File: config.mk
export PLATFORM = sky130hd
export DESIGN_NAME = uart_frame_rx_flat
export DESIGN_NICKNAME = d
export VERILOG_FILES = /design/src/rtl/uart_frame_rx_if.sv /design/src/rtl/uart_frame_rx.sv /design/src/flat_wrapper.sv
export SDC_FILE = /design/constraint.sdc
export NUM_CORES = 1
export LEC_CHECK = 0
export BUFFER_PORTS_ARGS = -buffer_cell sky130_fd_sc_hd__buf_2
export CORE_MARGIN = 5
export CORE_UTILIZATION = 49
export CTS_CLUSTER_SIZE = 28
export DETAILED_ROUTE_END_ITERATION = 16
export PLACE_DENSITY = 0.75
export SYNTH_ARGS = -nofsm -noshare
export SYNTH_HDL_FRONTEND = slang
export SYNTH_SLANG_ARGS = --single-unit
export TNS_END_PERCENT = 5
File: constraint.sdc
create_clock -name clk -period 2.2 [get_ports clk]
set_input_delay 0 -clock clk [delete_from_list [all_inputs] [get_ports clk]]
set_output_delay 0 -clock clk [all_outputs]
set_load 0.1 [all_outputs]
File: src/rtl/uart_frame_rx_if.sv
// Byte-stream input and player-2 position/status outputs of the UART frame receiver.
// The slave side is the receiver. The master side is whoever feeds bytes and watches the results.
interface uart_frame_rx_if;
  logic [7:0]  rx_data;
  logic        rx_valid;
  logic [11:0] pl2_posx;
  logic [11:0] pl2_posy;
  logic        frame_valid;
  logic        frame_err;
  logic        link_ok;

  modport master (
    output rx_data, rx_valid,
    input  pl2_posx, pl2_posy, frame_valid, frame_err, link_ok
  );

  modport slave (
    input  rx_data, rx_valid,
    output pl2_posx, pl2_posy, frame_valid, frame_err, link_ok
  );
endinterface

File: src/rtl/uart_frame_rx.sv
// Parses 6-byte SYNC/XH/XL/YH/YL/CHK frames into player-2 x/y; results are registered one cycle after CHK.
// Defining UART_FRAME_RX_RANGE_CHECK_EN additionally rejects frames with x>1023 or y>767.
module uart_frame_rx #(
  parameter logic [7:0]  SYNC_BYTE    = 8'hA5,
  parameter logic [15:0] BYTE_GAP     = 16'd20000,
  parameter logic [23:0] LINK_TIMEOUT = 24'd6500000,
  parameter logic [11:0] PL2_X_RST    = 12'd974,
  parameter logic [11:0] PL2_Y_RST    = 12'd679
) (
  input logic            clk,
  input logic            rst,
  uart_frame_rx_if.slave bus
);

  typedef enum logic [2:0] {HUNT, XH, XL, YH, YL, CHK} state_t;

  state_t      state, state_nxt;
  logic [7:0]  x_hi, x_lo, y_hi, y_lo;
  logic [15:0] gap_cnt;
  logic [23:0] link_cnt;
  logic [11:0] posx, posy;
  logic        fv, fe, fv_nxt, fe_nxt;
  logic [11:0] x_cand, y_cand;
  logic [7:0]  chk_calc;
  logic        range_bad, gap_hit;

  assign x_cand   = {x_hi[3:0], x_lo};
  assign y_cand   = {y_hi[3:0], y_lo};
  assign chk_calc = x_hi ^ x_lo ^ y_hi ^ y_lo;
  assign gap_hit  = (state != HUNT) && (gap_cnt >= BYTE_GAP);

`ifdef UART_FRAME_RX_RANGE_CHECK_EN
  assign range_bad = (x_cand > 12'd1023) || (y_cand > 12'd767);
`else
  assign range_bad = 1'b0;
`endif

  always_ff @(posedge clk or negedge rst) begin
    if (!rst) begin
      state <= HUNT;
      fv    <= 1'b0;
      fe    <= 1'b0;
    end else begin
      state <= state_nxt;
      fv    <= fv_nxt;
      fe    <= fe_nxt;
    end
  end

  // A byte arriving in the same cycle as the gap expiry takes precedence over the abort.
  always_comb begin
    state_nxt = state;
    fv_nxt    = 1'b0;
    fe_nxt    = 1'b0;
    if (bus.rx_valid) begin
      case (state)
        HUNT: if (bus.rx_data == SYNC_BYTE) state_nxt = XH;
        XH: begin
          if (bus.rx_data[7:4] != 4'd0) begin
            state_nxt = HUNT;
            fe_nxt    = 1'b1;
          end else begin
            state_nxt = XL;
          end
        end
        XL: state_nxt = YH;
        YH: begin
          if (bus.rx_data[7:4] != 4'd0) begin
            state_nxt = HUNT;
            fe_nxt    = 1'b1;
          end else begin
            state_nxt = YL;
          end
        end
        YL: state_nxt = CHK;
        CHK: begin
          state_nxt = HUNT;
          if ((bus.rx_data == chk_calc) && !range_bad) fv_nxt = 1'b1;
          else                                         fe_nxt = 1'b1;
        end
        default: state_nxt = HUNT;
      endcase
    end else if (gap_hit) begin
      state_nxt = HUNT;
      fe_nxt    = 1'b1;
    end
  end

  always_ff @(posedge clk or negedge rst) begin
    if (!rst) begin
      x_hi <= 8'd0;
      x_lo <= 8'd0;
      y_hi <= 8'd0;
      y_lo <= 8'd0;
    end else if (bus.rx_valid) begin
      case (state)
        XH:      x_hi <= bus.rx_data;
        XL:      x_lo <= bus.rx_data;
        YH:      y_hi <= bus.rx_data;
        YL:      y_lo <= bus.rx_data;
        default: ;
      endcase
    end
  end

  always_ff @(posedge clk or negedge rst) begin
    if (!rst) begin
      gap_cnt <= 16'd0;
    end else if (bus.rx_valid || (state == HUNT)) begin
      gap_cnt <= 16'd0;
    end else if (gap_cnt < BYTE_GAP) begin
      gap_cnt <= gap_cnt + 16'd1;
    end
  end

  // Clearing on the accept decision keeps link_ok high even if saturation would land on the same edge.
  always_ff @(posedge clk or negedge rst) begin
    if (!rst) begin
      link_cnt <= LINK_TIMEOUT;
    end else if (fv_nxt) begin
      link_cnt <= 24'd0;
    end else if (link_cnt < LINK_TIMEOUT) begin
      link_cnt <= link_cnt + 24'd1;
    end
  end

  always_ff @(posedge clk or negedge rst) begin
    if (!rst) begin
      posx <= PL2_X_RST;
      posy <= PL2_Y_RST;
    end else if (fv_nxt) begin
      posx <= x_cand;
      posy <= y_cand;
    end
  end

  assign bus.pl2_posx    = posx;
  assign bus.pl2_posy    = posy;
  assign bus.frame_valid = fv;
  assign bus.frame_err   = fe;
  assign bus.link_ok     = (link_cnt < LINK_TIMEOUT);

endmodule
File: src/flat_wrapper.sv
// flat-port wrapper written by rule: the top's interface ports become plain ports
module uart_frame_rx_flat 
#(
  parameter logic [7:0]  SYNC_BYTE    = 8'hA5,
  parameter logic [15:0] BYTE_GAP     = 16'd20000,
  parameter logic [23:0] LINK_TIMEOUT = 24'd6500000,
  parameter logic [11:0] PL2_X_RST    = 12'd974,
  parameter logic [11:0] PL2_Y_RST    = 12'd679
)
  (clk, rst, bus_rx_data, bus_rx_valid, bus_pl2_posx, bus_pl2_posy, bus_frame_valid, bus_frame_err, bus_link_ok);
  uart_frame_rx_if bus_i ();
  input logic clk;
  input logic rst;
  input wire logic [$bits(bus_i.rx_data)-1:0] bus_rx_data;
  input wire logic [$bits(bus_i.rx_valid)-1:0] bus_rx_valid;
  output wire logic [$bits(bus_i.pl2_posx)-1:0] bus_pl2_posx;
  output wire logic [$bits(bus_i.pl2_posy)-1:0] bus_pl2_posy;
  output wire logic [$bits(bus_i.frame_valid)-1:0] bus_frame_valid;
  output wire logic [$bits(bus_i.frame_err)-1:0] bus_frame_err;
  output wire logic [$bits(bus_i.link_ok)-1:0] bus_link_ok;
  assign bus_i.rx_data = bus_rx_data;
  assign bus_i.rx_valid = bus_rx_valid;
  assign bus_pl2_posx = bus_i.pl2_posx;
  assign bus_pl2_posy = bus_i.pl2_posy;
  assign bus_frame_valid = bus_i.frame_valid;
  assign bus_frame_err = bus_i.frame_err;
  assign bus_link_ok = bus_i.link_ok;
  uart_frame_rx #(.SYNC_BYTE(SYNC_BYTE), .BYTE_GAP(BYTE_GAP), .LINK_TIMEOUT(LINK_TIMEOUT), .PL2_X_RST(PL2_X_RST), .PL2_Y_RST(PL2_Y_RST)) u_core (.clk(clk), .rst(rst), .bus(bus_i));
endmodule
Word level (Yosys, flattened, before mapping)
Index checks and enable logic that the tools add are counted.

Equal/unequal tests: 8. Mux-type cells: 18. Add/subtract/negate cells: 2. Bitwise logic cells: 3. Reductions and logical operators: 14. $lt $le $gt $ge: 3.

Operators by type and width (number): 2-to-1 mux 24 bit (2); 2-to-1 mux 16 bit (2); adder 24 x 1 -> 24 bit (second input constant) (1); < comparator 24 x 23 -> 1 bit (second input constant) (1); bitwise XOR 8 bit (3); adder 16 x 1 -> 16 bit (second input constant) (1); greater-or-equal comparator 16 x 15 -> 1 bit (second input constant) (1); < comparator 16 x 15 -> 1 bit (second input constant) (1); case mux 3 bit (5 select lines) (1); 2-to-1 mux 3 bit (4); AND reduction 2 bit (5); == test 8 bit (1); == test 8 bit (second input constant) (1); 2-to-1 mux 1 bit (7); == test 3 x 2 -> 1 bit (second input constant) (2); == test 3 bit (second input constant) (2); nonzero test 2 bit (3); nonzero test 4 bit (1); == test 3 x 1 -> 1 bit (second input constant) (1); logical NOT 3 bit (1); inequality test 3 x 2 -> 1 bit (second input constant) (1); nonzero test 3 bit (1); 2-to-1 mux 2 bit (1); case mux 1 bit (2 select lines) (1); other kinds (3) (3).

Flip-flop bits (word level): 101. Output and inout bits: 27. Logic and storage cells: 59.

Logic depth before layout (Yosys ltp)
Gate-level depths: netlist of run 1.

Depth after elaboration: 8. Mapped depth: 8. Mapped depth without buffers: 6.

Worst setup path before layout of run 1
Ideal clock, no wire load.

Path type: register -> register. Start: register u_core.x_lo[3]. End: register u_core.posx[0] (netlist: u_core.bus.pl2_posx[0]). Buffers on the path: 1. Setup slack: -41 ps. Stages on the path, launching flop included: 8. Arrival time: 2115 ps. Cells stage by stage: dfrtp_1 xnor3_2 xnor2_1 nor4_1 nand2_1 nor4_4 buf_6 mux2_4.

Cells in the longest elaborated chain, start to end: 7.

RTL lines: start, declared (line uart_frame_rx.sv:18) `logic [7:0] x_hi, x_lo, y_hi, y_lo;`; start signal, assigned (line uart_frame_rx.sv:98) `XL: x_lo <= bus.rx_data;`; bitwise XOR 8 bit (3 in series) (line uart_frame_rx.sv:29) `assign chk_calc = x_hi ^ x_lo ^ y_hi ^ y_lo;`; == test 8 bit (line uart_frame_rx.sv:78) `if ((bus.rx_data == chk_calc) && !range_bad) fv_nxt = 1'b1;`; 2-to-1 mux 1 bit (line uart_frame_rx.sv:78); 2-to-1 mux 1 bit (line uart_frame_rx.sv:56) `case (state)`; 2-to-1 mux 1 bit (line uart_frame_rx.sv:55) `if (bus.rx_valid) begin`; end signal, assigned (line uart_frame_rx.sv:132) `posx <= x_cand;`; end, declared (line uart_frame_rx.sv:21) `logic [11:0] posx, posy;`.

No other way between the ends. A chain may end at the register's enable or synchronous reset.

Worst setup path after layout of run 1
Start: register u_core.y_hi[3]. End: register u_core.posx[11] (netlist: u_core.bus.pl2_posx[11]).

Cells in the longest elaborated chain, start to end: 6.

RTL lines: start, declared (line uart_frame_rx.sv:18); start signal, assigned (line uart_frame_rx.sv:99) `YH: y_hi <= bus.rx_data;`; bitwise XOR 8 bit (2 in series) (line uart_frame_rx.sv:29); == test 8 bit (line uart_frame_rx.sv:78); 2-to-1 mux 1 bit (line uart_frame_rx.sv:78); 2-to-1 mux 1 bit (line uart_frame_rx.sv:56); 2-to-1 mux 1 bit (line uart_frame_rx.sv:55).

No other way between the ends.

==> results.txt, run 1 <==
Outcome: finished, violations left
Failing checks: negative setup slack
CTS buffer count: 9
Post-route ant nets: 0
Post-Layout Cell Count: 645
Max-cap violations: 0
Ant diodes: 0
Setup ws final: -116 ps
Die area: 12200 sq um
Slew @ Worst Pin: 614 ps
Synth async-reset ratio: 100%
Synth Area in Compound Gates: 8.63%
Starting DRT DRC Count: 101
Post-Syn Area: 4960 sq um
Pins over their slew limit: 0
CP Class: flip-flop to flip-flop
Worst path max stage delay: 420 ps
Nets: 521
Buffers & Inverters on Critical Path: 2
Yosys warns: 0
Min-Delay Endpoint: u_core.y_hi[4]
Power Total: 4570 uW
DIE WIDTH: 111 um
Syn_area_per_cell: 11.6 sq um
Main combinational cell family by area after synthesis: simple AND/OR/NAND/NOR gates
Crit path cell chain: xnor3_2 -> xnor2_1 -> nor4_2 -> nand2_1 -> nor4_4 -> buf_6 -> buf_12 -> mux2_2
Reg clk slew, reported paths: 90 ps
Crit path max-delay family: simple AND/OR/NAND/NOR gates
CTS H-tree lvls: 3
Reg2reg path depth: 8
Simple-gate portion of the synthesized area: 15.0%
Top post-synthesis cells by area: dfrtp_1 39%, dfstp_2 12%, mux2_4 6.1%
Clock skew: 9.30 ps
Syn-to-layout area delta: 19.1%
Post-synthesis cell type count: 51
CTS sink count: 101
Worst Path Arrival: 2570 ps
FILL cells: 803
DR WL/cell: 16.2 um
Period minus WS final: 2320 ps
Fraction of layout cells with a size suffix above 1: 33.8%
Vias: 3522
Gpl congestion: 0.800
IO Count: 38
Worst R2R End: u_core.bus.pl2_posx[11]
Design area: 5900 sq um
Largest net degree at the start of global routing: 50
Worst hold path class: input pin to flip-flop
R2r setup slk: -120 ps
Crit end category: flip-flop
Initial Util: 50.5%
TritonCTS clock tree: done
Post-synth EDFFs: 0
Post-synthesis xor/xnor area fraction: 8.63%
Overflow after GRT: 0
Max_slew headroom: 59.1%
Global-route usage over all layers: 17.5%
Critical path's slowest cell: xnor3_2
Crit path max fanout: 9
Power density over the cells: 774 nW/um^2
Worst path required time: 2460 ps
Critical path launch point type: flip-flop
DRC viols: 0
Hold path cells: 4
Synth area leader: dfrtp_1
Syn Inst Count: 428
Most frequent cell after synthesis: dfrtp_1
Vias in the first global route: 3623
FF-to-FF Start: u_core.y_hi[3]
Via density: 5.46
Core area: 9820 sq um
Post-synthesis mux area share: 12.6%
Synth cell count leaders: 78 x dfrtp_1, 48 x nand2_1, 28 x a21oi_1
Worst Hold Launch: bus_rx_data[4]
First-pass GRT wire length: 17700 um
P_leak: 0.00279 uW
Post-DP HPWL: 7200 um
Total negative slack: -2540 ps
Seq/Total Area, Yosys: 51.6%
Yosys reg bits: 101
Synth Area in Adders: 0.757%
Period utilisation layout: 105%
# rows: 36
CTS Root Cell: clkbuf_8
Syn_nets: 442
Pre-CTS setup slack: -207 ps
Final WL: 10400 um
Max Buffers Root-to-Sink: 2
DP Area: 5520 sq um
DRT Pass-1 Iters: 6
Port buffer count: 37
Final setup vio count: 41
DP Cell Count: 614
Main synth FF type: dfrtp_1
Unrepaired setup endpoints after global routing: yes
Share of the synthesized area in the top cell type: 39.4%
Skew-Pair Late Insertion Delay: 360 ps
Initial antenna violation count: 0
Maximum VDD drop: 0.536 mV
Max Fclk: 432 MHz
Endpoints failing hold: 0
Die height: 111 um
worst min-delay path, cell delays in order:
cell and delay (ps):
buf_2 100, buf_4 140, nand2_1 50, nand2_1 50
sequential cells by signal (all words and copies together) (netlist names):
register,cells
u_core.bus.frame_valid,1
u_core.y_hi,8
u_core.bus.pl2_posx,12
u_core.bus.pl2_posy,12
u_core.x_lo,8
u_core.bus.frame_err,1
u_core.x_hi,8
u_core.gap_cnt,16
u_core.y_lo,8
u_core.state,3
u_core.link_cnt,24
placed cells by master, fill, tap and decap left out, types with 4 or more instances in the layout:
cell,n
a211oi_1,4
a21oi_1,28
buf_2,35
buf_4,36
buf_6,4
clkbuf_8,10
dfrtp_1,78
dfstp_2,23
dlygate4sd3_1,9
inv_1,7
mux2_2,25
mux2_4,20
nand2_1,48
nand3_1,14
nand4_1,10
nor2_1,23
nor3_1,9
o21ai_0,9
o31ai_1,12
or3_1,8
or4_1,13
xnor2_1,13
xnor3_1,6
xor2_1,15
worst max path at each step:
| stage | from | end | slack, ps | depth (start not counted) |
|---|---|---|---|---|
| 4_1_cts | u_core.x_lo[6] | u_core.bus.pl2_posx[11] | -170 | 8 |
| 3_3_place_gp | u_core.x_lo[3] | u_core.bus.pl2_posx[4] | -120 | 7 |
| 2_1_floorplan | u_core.x_lo[3] | u_core.bus.pl2_posx[0] | 40 | 7 |
| 5_1_grt | u_core.x_hi[7] | u_core.bus.pl2_posy[8] | -260 | 8 |
| 6_report | u_core.y_hi[3] | u_core.bus.pl2_posx[11] | -120 | 8 |
| 3_5_place_dp | u_core.x_lo[3] | u_core.bus.pl2_posy[4] | -210 | 7 |
report_power, final:
| group | internal, uW | switching (uW) | leakage [uW] |
|---|---|---|---|
| clock network | 559 | 608 | 0.0000899 |
| logic | 755 | 464 | 0.00145 |
| registers | 2040 | 144 | 0.00124 |
| total | 3350 | 1220 | 0.00279 |
through the flow:
| step | util, % | hold slack [ps] |
|---|---|---|
| after global routing | 60.1 | 17.6 |
| after detailed placement | 56.2 | 53.4 |
| after global placement | 56.2 | 47.1 |
| final | 60.1 | 9.88 |
| after CTS | 59.3 | 2.52 |
| after floorplan | - | -296 |
routing by layer:
layer | share of wire (%) | track usage, % | routed length [um] | up-vias
li1 | - | - | - | 1688
met1 | 43 | 22.3 | 4520 | 1756
met2 | 51 | 29.9 | 5360 | 65
met3 | 3.5 | 3.88 | 365 | 13
met4 | 1.7 | 5.34 | 180 | 0
met5 | 0 | 0 | 0 | -
area by class of cell:
type	count	area, sq um	share of cell area, %
Clock inverter	3	45.0	0.763
Sequential cell	101	2560	43.3
Timing Repair Buffer	88	666	11.3
Inverter	8	30.0	0.509
Multi-Input combinational cell	299	2290	38.8
Clock buffer	13	149	2.52
Tap cell	133	166	2.82
logic make-up after synthesis:
logic type	Yosys count
adder cells (fa/ha/maj)	3
XOR/XNOR	36
buffers and inverters	28
flip-flops	101
AND/OR/NAND/NOR	144
AO/OA/AOI/OAI	67
multiplexers	49
timing repair:
item,in CTS,in global routing
cloned,1,1
resized for setup,2,8
hold buffers,9,0
setup endpoints to repair,50,50
pin swaps,1,2
buffers inserted,2,2
endpoints found under the hold margin,67,0
Note: power is estimated with default switching activity, not from simulation.
==> run 2: changes to the inputs <==
--- a/config.mk
+++ b/config.mk
@@ -5,6 +5,7 @@
 export SDC_FILE = /design/constraint.sdc
 export NUM_CORES = 1
 export LEC_CHECK = 0
+export ABC_AREA = 1
 export BUFFER_PORTS_ARGS = -buffer_cell sky130_fd_sc_hd__buf_2
 export CORE_MARGIN = 5
 export CORE_UTILIZATION = 49
==> results.txt, run 2 <==
Outcome: finished, final reports clean
Hold Slack: 25.4 ps
Nets: 745
Met2 WL post-DR: 5480 um
Worst Path Arrival: 2040 ps
Core area: 10300 sq um
Main synth FF type: dfrtp_1
Total negative slack: 0 ps
Met3 WL: 499 um
Synth area leader: dfrtp_1
Die area: 12700 sq um
Worst path max stage delay: 490 ps
CP Class: flip-flop to output port
Commonest non-fill, non-tap cells in the layout: 229 x nand2_1, 79 x nor2_1, 78 x dfrtp_1
Top post-synthesis cells by area: dfrtp_1 38%, nand2_1 17%, dfstp_2 12%
Main combinational cell family by area after synthesis: simple AND/OR/NAND/NOR gates
Maximum VDD drop: 0.543 mV
Synth Area in Compound Gates: 9.32%
Initial Util: 50.1%
Vias: 4435
Critical Path Source: u_core.link_cnt[14]
Wl on met1: 4840 um
Reg2reg path depth: 14
Die height: 113 um
Synth async-reset ratio: 100%
Leading cell type in the layout, fill and taps excluded: nand2_1
Setup Fix Bufs, Post-CTS: 0
Skew-Pair Late Insertion Delay: 380 ps
Slew @ Worst Pin: 631 ps
Most frequent CP cell: nand2_1
Power density over the cells: 855 nW/um^2
Post-synth EDFFs: 0
Most flop-heavy register: u_core.link_cnt
Post-synthesis cell type count: 34
Gpl congestion: 0.909
Via density: 5.09
CTS Root Cell: clkbuf_8
FF-to-FF Start: u_core.y_hi[1]
Ant diodes: 0
Max FFs per register: 24
Seq/Total Area, Yosys: 49.4%
Post-Syn Area: 5170 sq um
Post-CTS resize count: 0
Syn_area_per_cell: 7.57 sq um
TritonCTS clock tree: done
DRC viols: 0
Final WL: 11000 um
Reg clk slew, reported paths: 100 ps
Max-cap violations: 0
Pins over their slew limit: 0
Period utilisation layout: 92.9%
Synth cell count leaders: 229 x nand2_1, 79 x nor2_1, 78 x dfrtp_1
FILL cells: 964
CTS H-tree lvls: 3
Post-route ant nets: 0
P_leak: 0.00292 uW
Crit path max fanout: 10
Endpoints failing hold: 0
Worst Setup EP: bus_link_ok
Yosys reg bits: 101
Largest net degree at the start of global routing: 56
CTS sink count: 101
Max_slew headroom: 57.8%
# rows: 37
Crit path cell chain: nor2_1 -> nand2_1 -> clkinv_1 -> nand2_1 -> nand2_1 -> nand2_1 -> nor2_4 -> buf_2
Share of the synthesized area in the top cell type: 37.8%
Syn_nets: 697
First-pass GRT wire length: 19600 um
Period minus WS final: 2040 ps
Worst path required time: 2200 ps
CTS buffer count: 9
Hold-fix buffers at CTS: 9
Critical path's slowest cell: buf_2
Crit end category: output port
Initial antenna violation count: 0
Final setup vio count: 0
Post-DP HPWL: 7940 um
Max Fclk: 489 MHz
Global-route usage over all layers: 18.8%
Unrepaired setup endpoints after global routing: no
Port buffer count: 37
Vias in the first global route: 4373
Largest registers: u_core.link_cnt x24, u_core.gap_cnt x16
Worst R2R End: u_core.bus.pl2_posx[8]
IO Count: 38
Post-synthesis mux area share: 0%
Syn-to-layout area delta: 12.0%
Syn Inst Count: 683
Overflow after GRT: 0
Max Buffers Root-to-Sink: 2
DIE WIDTH: 113 um
Top routing layer in use: met4
Clock skew: 14.9 ps
Simple-gate portion of the synthesized area: 31.3%
Critical path launch point type: flip-flop
DRT Pass-1 Iters: 5
DR WL/cell: 12.6 um
Worst hold path class: input pin to flip-flop
Synth Area in Adders: 0.726%
Starting DRT DRC Count: 378
Yosys warns: 0
Fraction of layout cells with a size suffix above 1: 14.9%
Most frequent cell after synthesis: nand2_1
R2r setup slk: 360 ps
Post-synthesis xor/xnor area fraction: 2.03%
==> run 2: changes by cell type after synthesis, sizes merged, moves of 13 or more <==
cell / before / now
nor2: 23 / 87
a21oi: 28 / 11
nand3: 14 / 47
inv: 7 / 80
or4: 13 / 0
mux2: 48 / 0
o21ai: 9 / 61
nand2: 48 / 230
==> run 2: worst min-delay path by stage <==
stage                               from                   end  slack, ps  cells past startpoint
after floorplan                      rst  u_core.bus.frame_err       -300                      0
after global placement               rst    u_core.link_cnt[2]         70                      1
after detailed placement             rst    u_core.link_cnt[0]         60                      1
after CTS                 bus_rx_data[3]        u_core.y_lo[3]         10                      3
after global routing      bus_rx_data[3]        u_core.x_hi[3]         30                      3
final                     bus_rx_data[3]        u_core.y_lo[3]         30                      3
==> run 2: final cells by class <==
cell class	count	area (sq um)	area share, %
clock inverters	5	63.8	1.10
well taps	136	170	2.94
clock buffers	11	141	2.44
flip-flops and latches	101	2560	44.1
inverters	81	304	5.25
repair buffers	49	313	5.40
multi-input cells	489	2240	38.7
==> run 2: logic make-up (layout without fill, tap and decap cells) <==
family | after synthesis | in the layout
compound gates | 84 | 84
xor+xnor | 12 | 12
fa+ha+maj | 3 | 3
buf+inv | 93 | 146
flops | 101 | 101
simple gates | 390 | 390
==> run 2: power breakdown <==
| group | internal (uW) | switching, uW | leakage, uW | total [uW] |
|---|---|---|---|---|
| Clock | 572 | 658 | 0.000106 | 1230 |
| Combinational | 473 | 827 | 0.00154 | 1300 |
| Sequential | 2150 | 274 | 0.00128 | 2420 |
==> run 2: critical path, delay by kind of cell (launching register included) <==
kind                   cells  cell delay [ps]
DFF                        1              420
buffers and inverters      2              540
and+or+nand+nor            6              710
==> run 2: layer usage <==
metal | up-vias | GRT usage (%)
li1 | 2254 | -
met1 | 2065 | 23.0
met2 | 104 | 32.1
met3 | 12 | 5.40
met4 | 0 | 6.09
met5 | - | 0
==> run 2: per-stage QoR <==
step	cells	utilization, %	total power, uW	setup slack (ps)	area, sq um
after global routing	872	56.1	5350	15.5	5790
after CTS	872	56.1	5010	138	5790
after global placement	847	53.2	3680	435	5500
after floorplan	683	-	3410	283	5170
final	872	56.1	4950	155	5790
after detailed placement	847	53.2	3750	384	5500
==> run 3: changes to the inputs <==
--- a/config.mk
+++ b/config.mk
@@ -11,7 +11,7 @@
 export CORE_UTILIZATION = 49
 export CTS_CLUSTER_SIZE = 28
 export DETAILED_ROUTE_END_ITERATION = 16
-export PLACE_DENSITY = 0.75
+export PLACE_DENSITY = 0.72
 export SYNTH_ARGS = -nofsm -noshare
 export SYNTH_HDL_FRONTEND = slang
 export SYNTH_SLANG_ARGS = --single-unit
==> constraint.sdc (replaced) <==
create_clock -name clk -period 2.5 [get_ports clk]
set_input_delay 0 -clock clk [delete_from_list [all_inputs] [get_ports clk]]
set_output_delay 0 -clock clk [all_outputs]
set_load 0.1 [all_outputs]
==> results.txt, run 3 (same netlist as run 2, synthesis figures left out) <==
Outcome: finished, final reports clean
CP Class: flip-flop to output port
CTS buffer count: 9
Port buffer count: 37
Core area: 10300 sq um
First-pass GRT wire length: 19700 um
Largest net degree at the start of global routing: 54
Final WL: 11000 um
Max FFs per register: 24
Overflow after GRT: 0
DRC viols: 0
# rows: 37
IO Count: 38
Post-DP HPWL: 8010 um
CTS Root Cell: clkbuf_8
Endpoints failing hold: 0
Die area: 12700 sq um
DP Area: 5510 sq um
P_leak: 0.00293 uW
Slew @ Worst Pin: 645 ps
Vias in the first global route: 4377
DP Cell Count: 847
Maximum VDD drop: 0.730 mV
Starting DRT DRC Count: 283
Initial Util: 50.1%
Worst R2R End: u_core.bus.pl2_posx[5]
Max Fclk: 488 MHz
Fraction of layout cells with a size suffix above 1: 15.1%
Reg clk slew, reported paths: 100 ps
Die height: 113 um
Total negative slack: 0 ps
Worst hold path class: input pin to flip-flop
Via density: 5.08
TritonCTS clock tree: done
Nets: 742
Syn-to-layout area delta: 12.2%
Pins over their slew limit: 0
Worst Hold Launch: bus_rx_data[0]
CTS sink count: 101
Unrepaired setup endpoints after global routing: no
Initial antenna violation count: 0
Skew-Pair Late Insertion Delay: 390 ps
Worst path required time: 2500 ps
Vias: 4411
Commonest non-fill, non-tap cells in the layout: 229 x nand2_1, 79 x nor2_1, 78 x dfrtp_1
Post-Layout Cell Count: 869
Post-route ant nets: 0
Gpl congestion: 0.885
Largest registers: u_core.link_cnt x24, u_core.gap_cnt x16
Max_slew headroom: 57.0%
Period minus WS final: 2050 ps
Crit end category: output port
Hold path cells: 3
FF-to-FF Start: u_core.y_hi[1]
R2r setup slk: 630 ps
Design area: 5800 sq um
Power density over the cells: 769 nW/um^2
Period utilisation layout: 81.9%
DR WL/cell: 12.7 um
Leading cell type in the layout, fill and taps excluded: nand2_1
Clock skew: 9.96 ps
Global-route usage over all layers: 18.9%
Reg2reg path depth: 14
CTS H-tree lvls: 3
Max-cap violations: 0
Critical path launch point type: flip-flop
Max Buffers Root-to-Sink: 2
Min-Delay Endpoint: u_core.y_lo[0]
Setup Fix Bufs, Post-CTS: 0
Crit path max fanout: 10
Most flop-heavy register: u_core.link_cnt
Worst Path Arrival: 2050 ps
DIE WIDTH: 113 um
Final setup vio count: 0
DRT Pass-1 Iters: 4
Ant diodes: 0
==> run 3: through the flow <==
stage / utilization (%) / setup slack [ps] / total power, uW / hold WS [ps]
after floorplan: - / 583 / 3000 / -296
after global placement: 53.4 / 701 / 3240 / 64.3
after detailed placement: 53.4 / 628 / 3290 / 69.3
after CTS: 56.2 / 437 / 4500 / 1.54
after global routing: 56.2 / 261 / 4810 / 22.7
final: 56.2 / 453 / 4460 / 11.9
==> run 3: layout make-up <==
type,count,area [sq um]
fillers,958,4520
flip-flops and latches,101,2560
multi-input cells,489,2240
inverters,81,304
repair buffers,46,295
well taps,136,170
clock buffers,9,124
clock inverters,7,106
==> run 3: worst max-delay path by stage <==
| stage | startpoint | endpoint | slack [ps] |
|---|---|---|---|
| after floorplan | u_core.link_cnt[14] | u_core.link_cnt[7] | 580 |
| after global placement | u_core.y_hi[1] | u_core.bus.pl2_posx[7] | 700 |
| after detailed placement | u_core.y_lo[0] | u_core.bus.pl2_posx[5] | 630 |
| after CTS | u_core.link_cnt[14] | bus_link_ok | 440 |
| after global routing | u_core.link_cnt[14] | bus_link_ok | 260 |
| final | u_core.link_cnt[14] | bus_link_ok | 450 |
==> run 3: critical path, stage by stage, from the launching register on <==
cell and delay, ps:
dfrtp_1 430, nor2_1 190, nand2_1 80, clkinv_1 50, nand2_1 40, nand2_1 90, nand2_1 90, nor2_4 220
buf_2 480
==> run 3: where the power goes <==
part / leakage, uW / internal [uW] / total (uW) / switching [uW]
clock network: 0.000115 / 582 / 1200 / 615
logic: 0.00153 / 413 / 1130 / 719
registers: 0.00128 / 1890 / 2130 / 237
==> run 3: repair_timing <==
action                                 4_1_cts  5_1_grt
hold buffers                                 6        0
gates resized for setup                      0        0
endpoints found under the hold margin       49        0
setup endpoints to repair                    0        0
==> run 3: per-layer routing <==
layer | vias to the layer above | routed length [um] | track usage [%]
met2 | 72 | 5400 | 31.9
met5 | - | 0 | 0
met3 | 12 | 429 | 4.97
met4 | 0 | 151 | 4.65
met1 | 2071 | 5050 | 24.4
li1 | 2256 | - | -
